<file path="config.mk">
export PLATFORM = sky130hd
export DESIGN_NAME = mem_access_stage
export DESIGN_NICKNAME = d
export VERILOG_FILES = /design/src/rtl/cpu_pkg.sv /design/src/rtl/mem_timeout_ctr.sv /design/src/rtl/mem_access_stage.sv
export SDC_FILE = /design/constraint.sdc
export NUM_CORES = 1
export LEC_CHECK = 0
export CAP_MARGIN = 20
export CORE_MARGIN = 4
export CORE_UTILIZATION = 29
export DETAILED_ROUTE_END_ITERATION = 8
export PLACE_DENSITY = 0.54
export SYNTH_ARGS = -nofsm -noshare
export SYNTH_HDL_FRONTEND = slang
export SYNTH_HIERARCHICAL = 1
export SYNTH_SLANG_ARGS = --single-unit
export TNS_END_PERCENT = 100
</file>
<file path="constraint.sdc">
create_clock -name clk -period 3.3 [get_ports clk]
set_input_delay 0.66 -clock clk [delete_from_list [all_inputs] [get_ports clk]]
set_output_delay 0.66 -clock clk [all_outputs]
set_load 0.03 [all_outputs]
</file>
<file path="src/rtl/cpu_pkg.sv">
// Shared definitions for the 16-bit pipelined CPU.
//   - Datapath and register-index widths
//   - Opcodes that the memory stage decodes
//   - State encoding of the memory-stage handshake FSM
package cpu_pkg;

    localparam int DATA_W = 16;
    localparam int TGT_W  = 3;

    localparam logic [2:0] OP_SW  = 3'b100;
    localparam logic [2:0] OP_LW  = 3'b101;
    localparam logic [2:0] OP_BEQ = 3'b110;

    typedef enum logic {
        IDLE = 1'b0,
        REQ  = 1'b1
    } mem_state_t;

    // True for the opcodes that need a data-memory transaction.
    function automatic logic is_memop(input logic [2:0] op);
        return (op == OP_SW) || (op == OP_LW);
    endfunction

endpackage

</file>
<file path="src/rtl/mem_timeout_ctr.sv">
// Request timeout counter for the memory stage.
// Ports:
//   clk, rst_n  clock and asynchronous active-low reset
//   halt        global freeze; count holds when high
//   clear       synchronous clear (wins over enable)
//   enable      count up by one per cycle
//   hit         high while count == TIMEOUT-1
module mem_timeout_ctr #(
    parameter int TIMEOUT = 255
) (
    input  logic clk,
    input  logic rst_n,
    input  logic halt,
    input  logic clear,
    input  logic enable,
    output logic hit
);

    localparam int CW = $clog2(TIMEOUT + 1);

    logic [CW-1:0] count;

    // NOTE: sequential state is written with non-blocking assignments only,
    // so every flop samples the pre-edge value of every other flop.
    always_ff @(posedge clk or negedge rst_n) begin
        if (!rst_n) begin
            count <= '0;
        end else if (!halt) begin
            if (clear) begin
                count <= '0;
            end else if (enable && !hit) begin
                // Saturates at the hit value; the FSM leaves REQ on that cycle.
                count <= count + CW'(1);
            end
        end
    end

    assign hit = (count == CW'(TIMEOUT - 1));

endmodule

</file>
<file path="src/rtl/mem_access_stage.sv">
// Memory stage of the 16-bit pipelined CPU, between execute and writeback.
// lw/sw are issued to data memory over a level req/ack handshake while the
// upstream stages are stalled; every other opcode passes through in one cycle.
// Ports:
//   clk, rst_n                 clock and asynchronous active-low reset
//   halt                       global freeze of all state
//   bubble_in, tgt_in,
//   opcode_in, alu_result_in,
//   store_data_in              instruction slot from execute
//   stall_out                  upstream must hold its outputs this cycle
//   mem_req/we/addr/wdata      registered request to data memory
//   mem_ack, mem_rdata         memory completion and read data
//   bubble_out, tgt_out,
//   opcode_out, alu_result_out,
//   mem_result_out             registered slot to writeback
//   bus_err                    sticky: a request timed out
module mem_access_stage
    import cpu_pkg::*;
#(
    parameter int DATA_W  = cpu_pkg::DATA_W,
    parameter int TGT_W   = cpu_pkg::TGT_W,
    parameter int TIMEOUT = 255
) (
    input  logic              clk,
    input  logic              rst_n,
    input  logic              halt,
    input  logic              bubble_in,
    input  logic [TGT_W-1:0]  tgt_in,
    input  logic [2:0]        opcode_in,
    input  logic [DATA_W-1:0] alu_result_in,
    input  logic [DATA_W-1:0] store_data_in,
    output logic              stall_out,
    output logic              mem_req,
    output logic              mem_we,
    output logic [DATA_W-1:0] mem_addr,
    output logic [DATA_W-1:0] mem_wdata,
    input  logic              mem_ack,
    input  logic [DATA_W-1:0] mem_rdata,
    output logic              bubble_out,
    output logic [TGT_W-1:0]  tgt_out,
    output logic [2:0]        opcode_out,
    output logic [DATA_W-1:0] alu_result_out,
    output logic [DATA_W-1:0] mem_result_out,
    output logic              bus_err
);

    mem_state_t state;
    logic       start;
    logic       tmo_hit;
    logic       waiting;

    // NOTE: every signal driven from always_comb gets a default first,
    // so no path leaves it unassigned and no latch is inferred.
    always_comb begin
        start     = 1'b0;
        waiting   = 1'b0;
        stall_out = 1'b0;
        if (state == IDLE) begin
            start = is_memop(opcode_in) && !bubble_in;
        end else begin
            // On the completing cycle (ack or timeout) upstream may advance.
            waiting = !mem_ack && !tmo_hit;
        end
        stall_out = !halt && (start || waiting);
    end

    mem_timeout_ctr #(
        .TIMEOUT (TIMEOUT)
    ) u_timeout (
        .clk    (clk),
        .rst_n  (rst_n),
        .halt   (halt),
        .clear  (start),
        .enable (state == REQ),
        .hit    (tmo_hit)
    );

    always_ff @(posedge clk or negedge rst_n) begin
        if (!rst_n) begin
            state          <= IDLE;
            mem_req        <= 1'b0;
            mem_we         <= 1'b0;
            mem_addr       <= '0;
            mem_wdata      <= '0;
            bubble_out     <= 1'b1;
            tgt_out        <= '0;
            opcode_out     <= '0;
            alu_result_out <= '0;
            mem_result_out <= '0;
            bus_err        <= 1'b0;
        end else if (!halt) begin
            if (state == IDLE) begin
                if (start) begin
                    state      <= REQ;
                    mem_req    <= 1'b1;
                    mem_we     <= (opcode_in == OP_SW);
                    mem_addr   <= alu_result_in;
                    mem_wdata  <= store_data_in;
                    bubble_out <= 1'b1;
                end else begin
                    bubble_out     <= bubble_in;
                    tgt_out        <= tgt_in;
                    opcode_out     <= opcode_in;
                    alu_result_out <= alu_result_in;
                    mem_result_out <= '0;
                end
            end else if (mem_ack || tmo_hit) begin
                // Inputs still hold the lw/sw thanks to the stall.
                state          <= IDLE;
                mem_req        <= 1'b0;
                bubble_out     <= 1'b0;
                tgt_out        <= tgt_in;
                opcode_out     <= opcode_in;
                alu_result_out <= alu_result_in;
                // An ack in the timeout cycle wins over the timeout.
                if (mem_ack) begin
                    mem_result_out <= mem_we ? '0 : mem_rdata;
                end else begin
                    mem_result_out <= '0;
                    bus_err        <= 1'b1;
                end
            end
        end
    end

endmodule

</file>
== After elaboration in Yosys (flattened, before gate mapping) ==
Index checks and enable logic that the tools add are counted.
Cells by class
  reduce and logical (&&, ||, !) cells: 19
  mux-type cells: 26
  bitwise gates (word level): 3
  add/subtract/negate cells: 1
  equality and inequality tests: 5
Operators with widths (count)
  2-to-1 mux 16 bit: 8
  2-to-1 mux 3 bit: 6
  2-to-1 mux 8 bit: 2
  2-to-1 mux 1 bit: 10
  AND reduction 3 bit: 3
  adder 8 x 1 -> 8 bit, second input constant: 1
  equality test 8 bit, second input constant: 1
  equality test 3 bit, second input constant: 2
  logical AND 1 bit: 4
  logical NOT 1 bit: 4
  AND reduction 2 bit: 2
  AND reduction 4 bit: 1
  nonzero test 2 bit: 2
  logical OR 1 bit: 3
  inverter 1 bit: 3
  inequality test 2 x 1 -> 1 bit, second input constant: 1
  inequality test 2 bit, second input constant: 1
Word-level totals
  word-level logic and storage cells: 66
  register bits after elaboration: 83

== Longest topological paths before layout ==
  depth after elaboration: 6
  depth in mapped cells: 10

== Hierarchy ==
Netlist, hierarchy kept.
By module, submodules not included
  mem_access_stage: cells each 178, area an instance 2861.5 sq um, seq. area each 1878.1 sq um, times used 1
  mem_timeout_ctr: cells each 59, area an instance 514.2 sq um, seq. area each 200.2 sq um, times used 1

== Worst setup path before layout ==
OpenSTA, ideal clock, no wires.
  path type: register to output
  from: register u_timeout.count[0]
  to: output stall_out
  path buffers: 0
  stages on the path, launching flop included: 8
  slack: 0.711 ns
  arrival: 1.929 ns
  cells stage by stage: dfrtp_1 > inv_1 > ha_1 > nand3_1 > or2_1 > inv_1 > or3b_1 > a21oi_1
On the way
  longest elaborated chain between the ends: 6
Ends and longest elaborated chain
  start, declared: line mem_timeout_ctr.sv:21  | logic [CW-1:0] count;
  start signal, assigned: line mem_timeout_ctr.sv:33  | count <= count + CW'(1);
  equality test 8 bit: line mem_timeout_ctr.sv:38  | assign hit = (count == CW'(TIMEOUT - 1));
  net tmo_hit: line mem_access_stage.sv:49  | logic tmo_hit;
  logical NOT 1 bit: line mem_access_stage.sv:62  | waiting = !mem_ack && !tmo_hit;
  logical AND 1 bit: line mem_access_stage.sv:62
  2-to-1 mux 1 bit: line mem_access_stage.sv:58  | if (state == IDLE) begin
  logical OR 1 bit: line mem_access_stage.sv:64  | stall_out = !halt && (start || waiting);
  logical AND 1 bit: line mem_access_stage.sv:64
  end, declared: line mem_access_stage.sv:32  | output logic stall_out,
The timed path passes the listed nets, and every way through them passes these cells.

== Worst setup path in the final report ==
Ends and elaborated chain as after synthesis.

==> metrics.md <==
| Metric | Value |
|---|---|
| Ys Warns | `6` |
| Inst Count DP | `about 510` |
| Largest net degree at the start of global routing | `84` |
| Max-slew headroom | `about two thirds` |
| Status | `finished clean` |
| Clk slew on worst S/H paths | `~0.060 ns` |
| Clk_lat worst skew | `0.34 ns` |
| Setup Skew | `about 0.0064 ns` |
| Total negative setup slack | `0 ns` |
| Num Clock Sinks | `between 80 and 90` |
| Num CTS Buffers | `9` |
| Die Ht | `116 um` |
| Seq cells post-synth | `83` |
| Worst-margin pin slew | `roughly 0.47 ns` |
| Vias in the first global route | `2747` |
| First-pass GRT wire length | `14.0 mm` |
| # IOs | `about 130` |
| Worst hold margin | `0.340 ns` |
| CP max FO | `7` |
| Die area | `13400 um^2` |
| Synthesized area per cell | `14.2 um^2` |
| Nets@finish | `between 400 and 500` |
| DRC viols | `0` |
| Library cells used by synthesis | `39` |
| Detailed Route WL | `between 8 and 9 mm` |
| Routed via count | `2468` |
| Synth-to-layout area growth | `53.6%` |
| Port Buf Inserts | `around 130` |
| Synthesized Nets | `between 200 and 300` |
| Max-cap violations | `0` |
| Post-detail-place hpwl | `5.86 mm` |
| # setup viols final | `0` |
| Root Driver | `clkbuf_16` |
| Number of diodes | `0` |
| Routability cong. | `0.781` |
| Routed wire per std cell | `16.4 um` |
| PwrDens | `712 nW/um^2` |
| 1st-pass router iterations | `6` |
| Peak Freq | `342 MHz` |
| Max-slew violation count | `0` |
| Crit Path Class | `flop to primary output` |
| Min cycle time layout | `2.93 ns` |
| Static Leak | `0.00222 uW` |
| Synthesized area | `3380 um^2` |
| Initial antenna violation count | `0` |
| Cts hold-fix bufs | `0` |
| Number of nets still failing antenna checks after routing | `0` |
| Hold Path Class | `input pin to asynchronous set/reset pin` |
| Core box area | `between 10000 and 15000 um^2` |
| Starting Density | `29.6%` |
| Grt total ovfl | `0` |
| Worst path arrival time | `2.27 ns` |
| Post-synthesis sequential area ratio | `61.6%` |
| CP endpoint kind | `primary output` |
| Vias/cell | `4.70` |
| Dpl ws | `0.121 ns` |
| Row Count | `39` |
| GRT Total Usage | `13.7%` |
| CTS HTree Levels | `3` |
| Post-route insts no fill | `525` |
| VDD IR max | `0.445 mV` |
| Worst EP required | `between 2 and 3 ns` |
| Initial DRC Count | `88` |
| Synthesized instance count | `about 240` |
| Endpoints failing hold | `0` |
| PnR worst setup slack | `between 0.3 and 0.4 ns` |
| DIE WIDTH | `116 um` |
| CTS Buffer Depth | `2` |
| Setup crit start kind | `flop` |
| Fraction of layout cells with a size suffix above 1 | `21.7%` |
| TritonCTS clock tree | `yes` |
| Final worst path period share | `between 80% and 90%` |
| RSZ-0062 raised after global routing | `no` |
## logic make-up after synthesis
logic type | synth area share [%]
flops | 61.6
mux | 19.0
compound gates | 9.34
simple gates | 6.60
buf+inv | 2.78
fa+ha+maj | 0.741
## worst paths after layout
check,cells past startpoint,endpoint,slack (ns),start
worst min-delay path,2,mem_result_out[10]$_DFFE_PN0P_,0.34,rst_n
worst min register to register,1,bus_err$_DFFE_PN0P_,0.49,bus_err$_DFFE_PN0P_
max in group asynchronous,2,mem_addr[8]$_DFFE_PN0P_,2.60,rst_n
worst max register to register,9,alu_result_out[12]$_DFFE_PN0P_,0.85,u_timeout/count[0]$_DFFE_PN0P_
worst max-delay path,8,stall_out,0.37,u_timeout/count[0]$_DFFE_PN0P_
min in group clk,1,bus_err$_DFFE_PN0P_,0.49,bus_err$_DFFE_PN0P_
## where the power goes
| group | switching [uW] | internal (uW) |
|---|---|---|
| registers | 149 | 1250 |
| clock network | 417 | 629 |
| logic | 659 | 595 |
| total | 1220 | 2470 |
## layout make-up
cell class,instances,area (um^2)
clock buffers,11,253
clock inverters,5,61.3
fillers,1101,6230
inverters,8,30.0
multi-input cells,136,1200
flip-flops and latches,83,2080
well taps,143,179
repair buffers,139,1380
## critical path, cell delays in order (launching register included)
cell and delay (ns):
dfrtp_1 0.44, inv_1 0.07, ha_1 0.24, nand3_1 0.16, or2_1 0.16, inv_1 0.07, or3b_1 0.41, a21oi_1 0.16
clkbuf_2 0.22
## through the flow
step | utilization (%) | area, um^2 | power [uW]
floorplan | - | 3380 | 2100
global placement | 42.7 | 4880 | 2670
detailed placement | 42.7 | 4880 | 2680
CTS | 45.5 | 5190 | 3770
global route | 45.4 | 5190 | 3900
finish | 45.4 | 5190 | 3690
## cells in the mapped netlist
cell      count  area (um^2)
nor3b_1       1         7.51
nand3b_1      2         15.0
or3b_1        1         8.76
and3_1        1         6.26
nand2_1       8         30.0
nor4_1        2         12.5
clkbuf_1      4         15.0
mux2_4        9          135
buf_12        1         20.0
buf_1         2         7.51
o21ai_0       2         10.0
or4b_4        1         13.8
nor2b_1       1         6.26
ha_1          2         25.0
or2_1         2         12.5
dfrtp_1      82         2050
inv_1         8         30.0
nor2_1        8         30.0
mux2i_1       1         10.0
buf_6         1         11.3
o311ai_1      2         17.5
o21ai_1       4         20.0
a41o_2        1         11.3
a31oi_1       3         18.8
o22a_1        3         26.3
nand3_1       5         25.0
a221o_1       1         10.0
mux2_2       44          495
nor3_1        2         10.0
o31ai_1       1         7.51
and4_1        1         8.76
a21oi_1       6         30.0
nor4_2        1         12.5
and4_4        1         11.3
dfstp_2       1         26.3
nand4_1       2         12.5
buf_2         2         10.0
a22o_1       17          149
a311oi_2      1         15.0
## layer usage
| metal | GRT usage [%] | share of wire [%] | vias to the layer above |
|---|---|---|---|
| li1 | - | - | 1152 |
| met1 | 16.3 | 41 | 1219 |
| met2 | 21.7 | 48 | 87 |
| met3 | 6.68 | 9.3 | 10 |
| met4 | 4.56 | 1.3 | 0 |
| met5 | 0 | 0 | - |
## what timing repair did
| action | 4_1_cts | 5_1_grt |
|---|---|---|
| buffers inserted | 0 | 0 |
| endpoints found under the hold margin | 0 | 0 |
| gates resized for setup | 1 | 2 |
| setup endpoints to repair | 1 | 1 |
| cloned | 0 | 0 |
## state kept, by name, summed over array words and instances (netlist names), 3 cells and up
signal           flops
alu_result_out      16
mem_addr            16
mem_result_out      16
mem_wdata           16
u_timeout/count      8
opcode_out           3
tgt_out              3
## cells in the final DEF, fill, tap and decap left out, types with 5 or more instances in the layout
cell type / count
a21oi_1: 6
a22o_1: 17
buf_4: 6
clkbuf_16: 9
clkdlybuf4s50_1: 131
dfrtp_1: 82
inv_1: 8
mux2_2: 44
mux2_4: 9
nand2_1: 8
nand3_1: 5
nor2_1: 8
Note: power is estimated with default switching activity, not from simulation.
==> RTL change 1, RTL diff (same flow settings) <==
Change the package constant `DATA_W` from 16 to 32.
--- a/src/rtl/cpu_pkg.sv
+++ b/src/rtl/cpu_pkg.sv
@@ -6,3 +6,3 @@
 
-    localparam int DATA_W = 16;
+    localparam int DATA_W = 32;
     localparam int TGT_W  = 3;
Interface: changed (7 resized); port bits go from 134 to 246. No check against the original RTL was run, so the function may have changed too.
==> RTL change 1 against the original RTL <==
- utilization rose by 2.2 points
- critical endpoint unchanged
- setup slack got worse by 180 ps
- final cell count rose by 71%
- sequential cell count rose by 64
- cell area rose by 74%
- total power rose by 81%
- highest routed layer unchanged
- largest cell class unchanged
- wire length rose by 85%
- sequential power rose by 75%
- synthesized area rose by 68%
==> RTL change 1: results <==
metrics = {
    "yosys": {
        "synth_fp_nets": 483,
        "synth_compound_area_share_pct": 8.02,
        "ys_top_cells_by_area": "dfrtp_1 (64%), mux2_2 (20%), a22o_1 (5.1%), buf_2 (1.1%), a21oi_1 (0.53%)",
        "synthArstFlopShare_pct": 100,
        "ys_warn_count": 6,
        "ys_seq_area_share_pct": 64.8,
        "yosys.area_share.xor_xnor_pct": 0,
        "yosys.area_share.adder_pct": 0.441,
        "muxShareOfSynthArea_pct": 20.2,
        "ys_top_cells_by_count": "dfrtp_1 (146), mux2_2 (101), a22o_1 (33), buf_2 (12)",
        "synth.distinct_cells": 38,
    },
    "routing": {
        "vias": 4165,
        "first_pass_iters": 4,
        "drt_iter0_drc": 179,
        "wl_mm": 16.0,
    },
    "final_layout": {
        "diodes": 0,
        "fill_cells": 1718,
        "layout-drive-gt1-share_pct": 23.8,
        "layout.nets": 735,
    },
    "sta": {
        "relSlewSlack_pct": 47.5,
        "min_period_ps": 3100,
        "skew_ps": 8.14,
    },
    "global_routing": {
        "grt_pass1_wl_mm": 25.2,
        "grt_max_degree": 85,
        "grt.total_usage_pct": 14.6,
        "grt_pass1_vias": 4486,
        "grt_antenna_before_repair": 0,
    },
    "clock_tree": {
        "path_clk_slew_ps": 60,
        "ctsHoldBuffers": 0,
        "clockBufferDepth": 2,
        "clock_latency_ps": 420,
        "htree_levels": 4,
        "cts-root-buf": "clkbuf_16",
        "cts_buffers": 17,
    },
    "pwr": {
        "leakage_nw": 3.83,
        "ir_drop_v": 0.000354,
    },
    "critical_path": {
        "r2r.worst_path.cells": 9,
        "cp_max_fo": 7,
    },
    "placement": {
        "port_buffers": 245,
        "gp_congestion": 0.757,
        "dpl.hpwl_mm": 11.4,
    },
    "outcome": {
        "outcome": "complete, no violations",
    },
    "min_path": {
        "min_path_type": "input pin to asynchronous set/reset pin",
    },
}
RTL change 1: changes by cell type in the layout (fill, tap and decap cells not counted), sizes merged, moves of 4 or more:
cell,before,now
clkdlybuf4s50,131,243
dfrtp,82,146
mux2,53,101
a22o,17,33
clkbuf,12,20
inv,8,12
RTL change 1: worst paths after layout:
path,startpoint,to,slack [ps]
worst min register to register,bus_err$_DFFE_PN0P_,bus_err$_DFFE_PN0P_,490
worst max-delay path,u_timeout/count[0]$_DFFE_PN0P_,stall_out,200
worst min-delay path,rst_n,mem_wdata[8]$_DFFE_PN0P_,280
max in group asynchronous,rst_n,mem_wdata[26]$_DFFE_PN0P_,2140
min in group clk,bus_err$_DFFE_PN0P_,bus_err$_DFFE_PN0P_,490
worst max register to register,u_timeout/count[0]$_DFFE_PN0P_,mem_result_out[30]$_DFFE_PN0P_,750
RTL change 1: where the power goes:
part	internal, mW	switching [mW]
logic	1.03	1.19
registers	2.19	0.239
clock network	1.22	0.807
total	4.45	2.23
RTL change 1: cells by family after synthesis:
group                    count (synthesis)
buffers and inverters                   27
AND/OR/NAND/NOR                         39
AO/OA/AOI/OAI                           57
flip-flops                             147
multiplexers                           102
adder cells (fa/ha/maj)                  2
RTL change 1: layout make-up:
type                    instances  area (µm²)  area share (%)
repair buffers                252        2510            27.8
clock buffers                  19         443            4.90
well taps                     260         325            3.60
inverters                       8        30.0           0.332
clock inverters                13         174            1.92
multi-input cells             200        1870            20.7
flip-flops and latches        147        3680            40.7
RTL change 1: what timing repair did:
| item | in CTS | in global routing |
|---|---|---|
| hold endpoints to repair | 0 | 0 |
| resized for setup | 2 | 1 |
| pin swaps | 0 | 0 |
| setup endpoints to repair | 1 | 1 |
| buffers inserted | 0 | 0 |
RTL change 1: through the flow:
stage	utilization (%)	total power, mW	instance area [µm²]	instances	worst slack, ps
2_1_floorplan	-	3.63	5680	374	620
3_3_place_gp	44.4	4.68	8420	867	121
3_5_place_dp	44.4	4.71	8420	867	117
4_1_cts	47.7	6.77	9040	899	6.92
5_1_grt	47.7	7.00	9030	899	9.53
6_report	47.7	6.69	9030	899	196
RTL change 1: critical path, stage by stage (launching register included):
cell and delay (ps):
dfrtp_1 450, inv_1 70, ha_1 240, nand3_1 150, or2_1 160, inv_1 70
or3b_2 500, a21oi_1 160, clkbuf_2 220
RTL change 1: per-layer routing:
metal | part of all wire (%) | vias up | global-route usage [%]
met5 | 0 | - | 0
met4 | 1.2 | 0 | 4.30
met3 | 8.6 | 15 | 5.98
met2 | 48 | 170 | 23.8
met1 | 42 | 2107 | 18.0
li1 | - | 1873 | -
==> RTL change 2, RTL diff (same flow settings) <==
Made on the original files. Compare `count` against `CW'(TIMEOUT - 1)` with >= in place of ==.
--- a/src/rtl/mem_timeout_ctr.sv
+++ b/src/rtl/mem_timeout_ctr.sv
@@ -37,3 +37,3 @@
 
-    assign hit = (count == CW'(TIMEOUT - 1));
+    assign hit = (count >= CW'(TIMEOUT - 1));
 
Formal check against the unedited RTL: no difference found for any inputs over 4 cycles, from zero or initial values and one cycle with rst_n low; that may be too few to reach the edited logic, so the function may still have changed.
==> RTL change 2 against the original RTL <==
- cell area rose by 0.55%
- setup slack got worse by 100 ps
- synthesized area barely moved
- via count fell by 3.8%
- first-iteration DRC count rose by 1.1%
- largest power group is now combinational cells
- wire length fell by 5.7%
- total power rose by 11%
- sequential cell count did not move
==> RTL change 2: results <==
metrics = {
    "outcome": {
        "outcome": "complete, no violations",
    },
    "yosys": {
        "synth_fp_nets": 291,
        "synth-main-ff-cell": "dfrtp_1",
        "ys_warn_count": 6,
        "ys_top_cells_by_area": "dfrtp_1 (61%), mux2_2 (15%), a22o_1 (4.4%), mux2_4 (4.0%), dfstp_2 (0.78%)",
        "syn_area_per_cell_um2": 14.7,
        "synthArstFlopShare_pct": 100,
        "ys_seq_area_share_pct": 61.5,
        "synth.distinct_cells": 47,
    },
    "sta": {
        "skew_ps": 4.75,
        "worst_pin_slew_ps": 538,
    },
    "clock_tree": {
        "clock_latency_ps": 330,
        "path_clk_slew_ps": 60,
        "cts-root-buf": "clkbuf_16",
        "clockBufferDepth": 2,
    },
    "global_routing": {
        "grt_max_degree": 84,
        "grt.total_usage_pct": 12.5,
        "grt_pass1_wl_mm": 13.0,
        "grt_pass1_vias": 2499,
    },
    "final_layout": {
        "layout-drive-gt1-share_pct": 21.9,
        "fill_cells": 1065,
        "final_area_um2": 5220,
        "layout.nets": 431,
        "stdcell_count": 518,
    },
    "pwr": {
        "p_sw_mw": 1.39,
        "ir_drop_v": 0.000373,
        "power.density_nw_per_um2": 785,
        "leakage_nw": 2.23,
        "powerComb_mw": 1.55,
        "clkPwrFrac_pct": 26.1,
    },
    "critical_path": {
        "arrival_ps": 2370,
        "slowest_delay_ps": 460,
        "critPathTopFamily": "simple AND/OR/NAND/NOR gates",
        "r2r.worst_path.cells": 7,
        "cp_max_fo": 6,
        "cp_slowest_cell": "dfrtp_1",
    },
    "routing": {
        "drt_iter0_drc": 89,
        "first_pass_iters": 4,
        "wl_per_cell_um": 15.7,
        "wl_met3_um": 624,
        "routed-wl-met2_mm": 3.76,
        "vias": 2374,
        "wl_met1_mm": 3.68,
    },
    "placement": {
        "dpl.hpwl_mm": 5.61,
        "pre_cts_ws_ps": 119,
        "place_inst": 501,
        "place_area_um2": 4880,
        "port_buffers": 133,
        "gp_congestion": 0.749,
    },
    "min_path": {
        "min_path_type": "input pin to asynchronous set/reset pin",
    },
}
RTL change 2: cell count changes after synthesis, moves of 2 or more:
cell,delta
nor2_1,-5
a21oi_1,-2
a31oi_1,-2
nand3_1,-2
nor2b_1,+2
o22a_1,-2
or2_1,-2
RTL change 2: cells by family (layout without fill, tap and decap cells):
| logic type | Yosys count | in the layout | share of synthesized area, % |
|---|---|---|---|
| multiplexers | 53 | 53 | 18.7 |
| flip-flops | 83 | 83 | 61.5 |
| AO/OA/AOI/OAI | 44 | 44 | 10.9 |
| buffers and inverters | 17 | 162 | 2.63 |
| adder cells (fa/ha/maj) | 2 | 2 | 0.741 |
| AND/OR/NAND/NOR | 31 | 31 | 5.52 |
RTL change 2: path summary, 6_finish.rpt:
path	from	endpoint	slack [ps]
worst max register to register	u_timeout/count[1]$_DFFE_PN0P_	alu_result_out[12]$_DFFE_PN0P_	910
worst max-delay path	u_timeout/count[1]$_DFFE_PN0P_	stall_out	270
min in group clk	bus_err$_DFFE_PN0P_	bus_err$_DFFE_PN0P_	470
worst min-delay path	rst_n	u_timeout/count[5]$_DFFE_PN0P_	310
max in group asynchronous	rst_n	mem_wdata[10]$_DFFE_PN0P_	2370
worst min register to register	bus_err$_DFFE_PN0P_	bus_err$_DFFE_PN0P_	470
RTL change 2: cell type report:
class / count / share of cell area, %
clock inverters: 4 / 1.42
flip-flops and latches: 83 / 39.9
multi-input cells: 130 / 23.3
inverters: 7 / 0.504
clock buffers: 12 / 4.73
repair buffers: 139 / 26.8
well taps: 143 / 3.43
RTL change 2: routing by layer:
layer / up-vias / track usage, %
met5: - / 0
met4: 0 / 4.41
met3: 6 / 4.60
met2: 74 / 18.3
met1: 1163 / 17.0
li1: 1131 / -
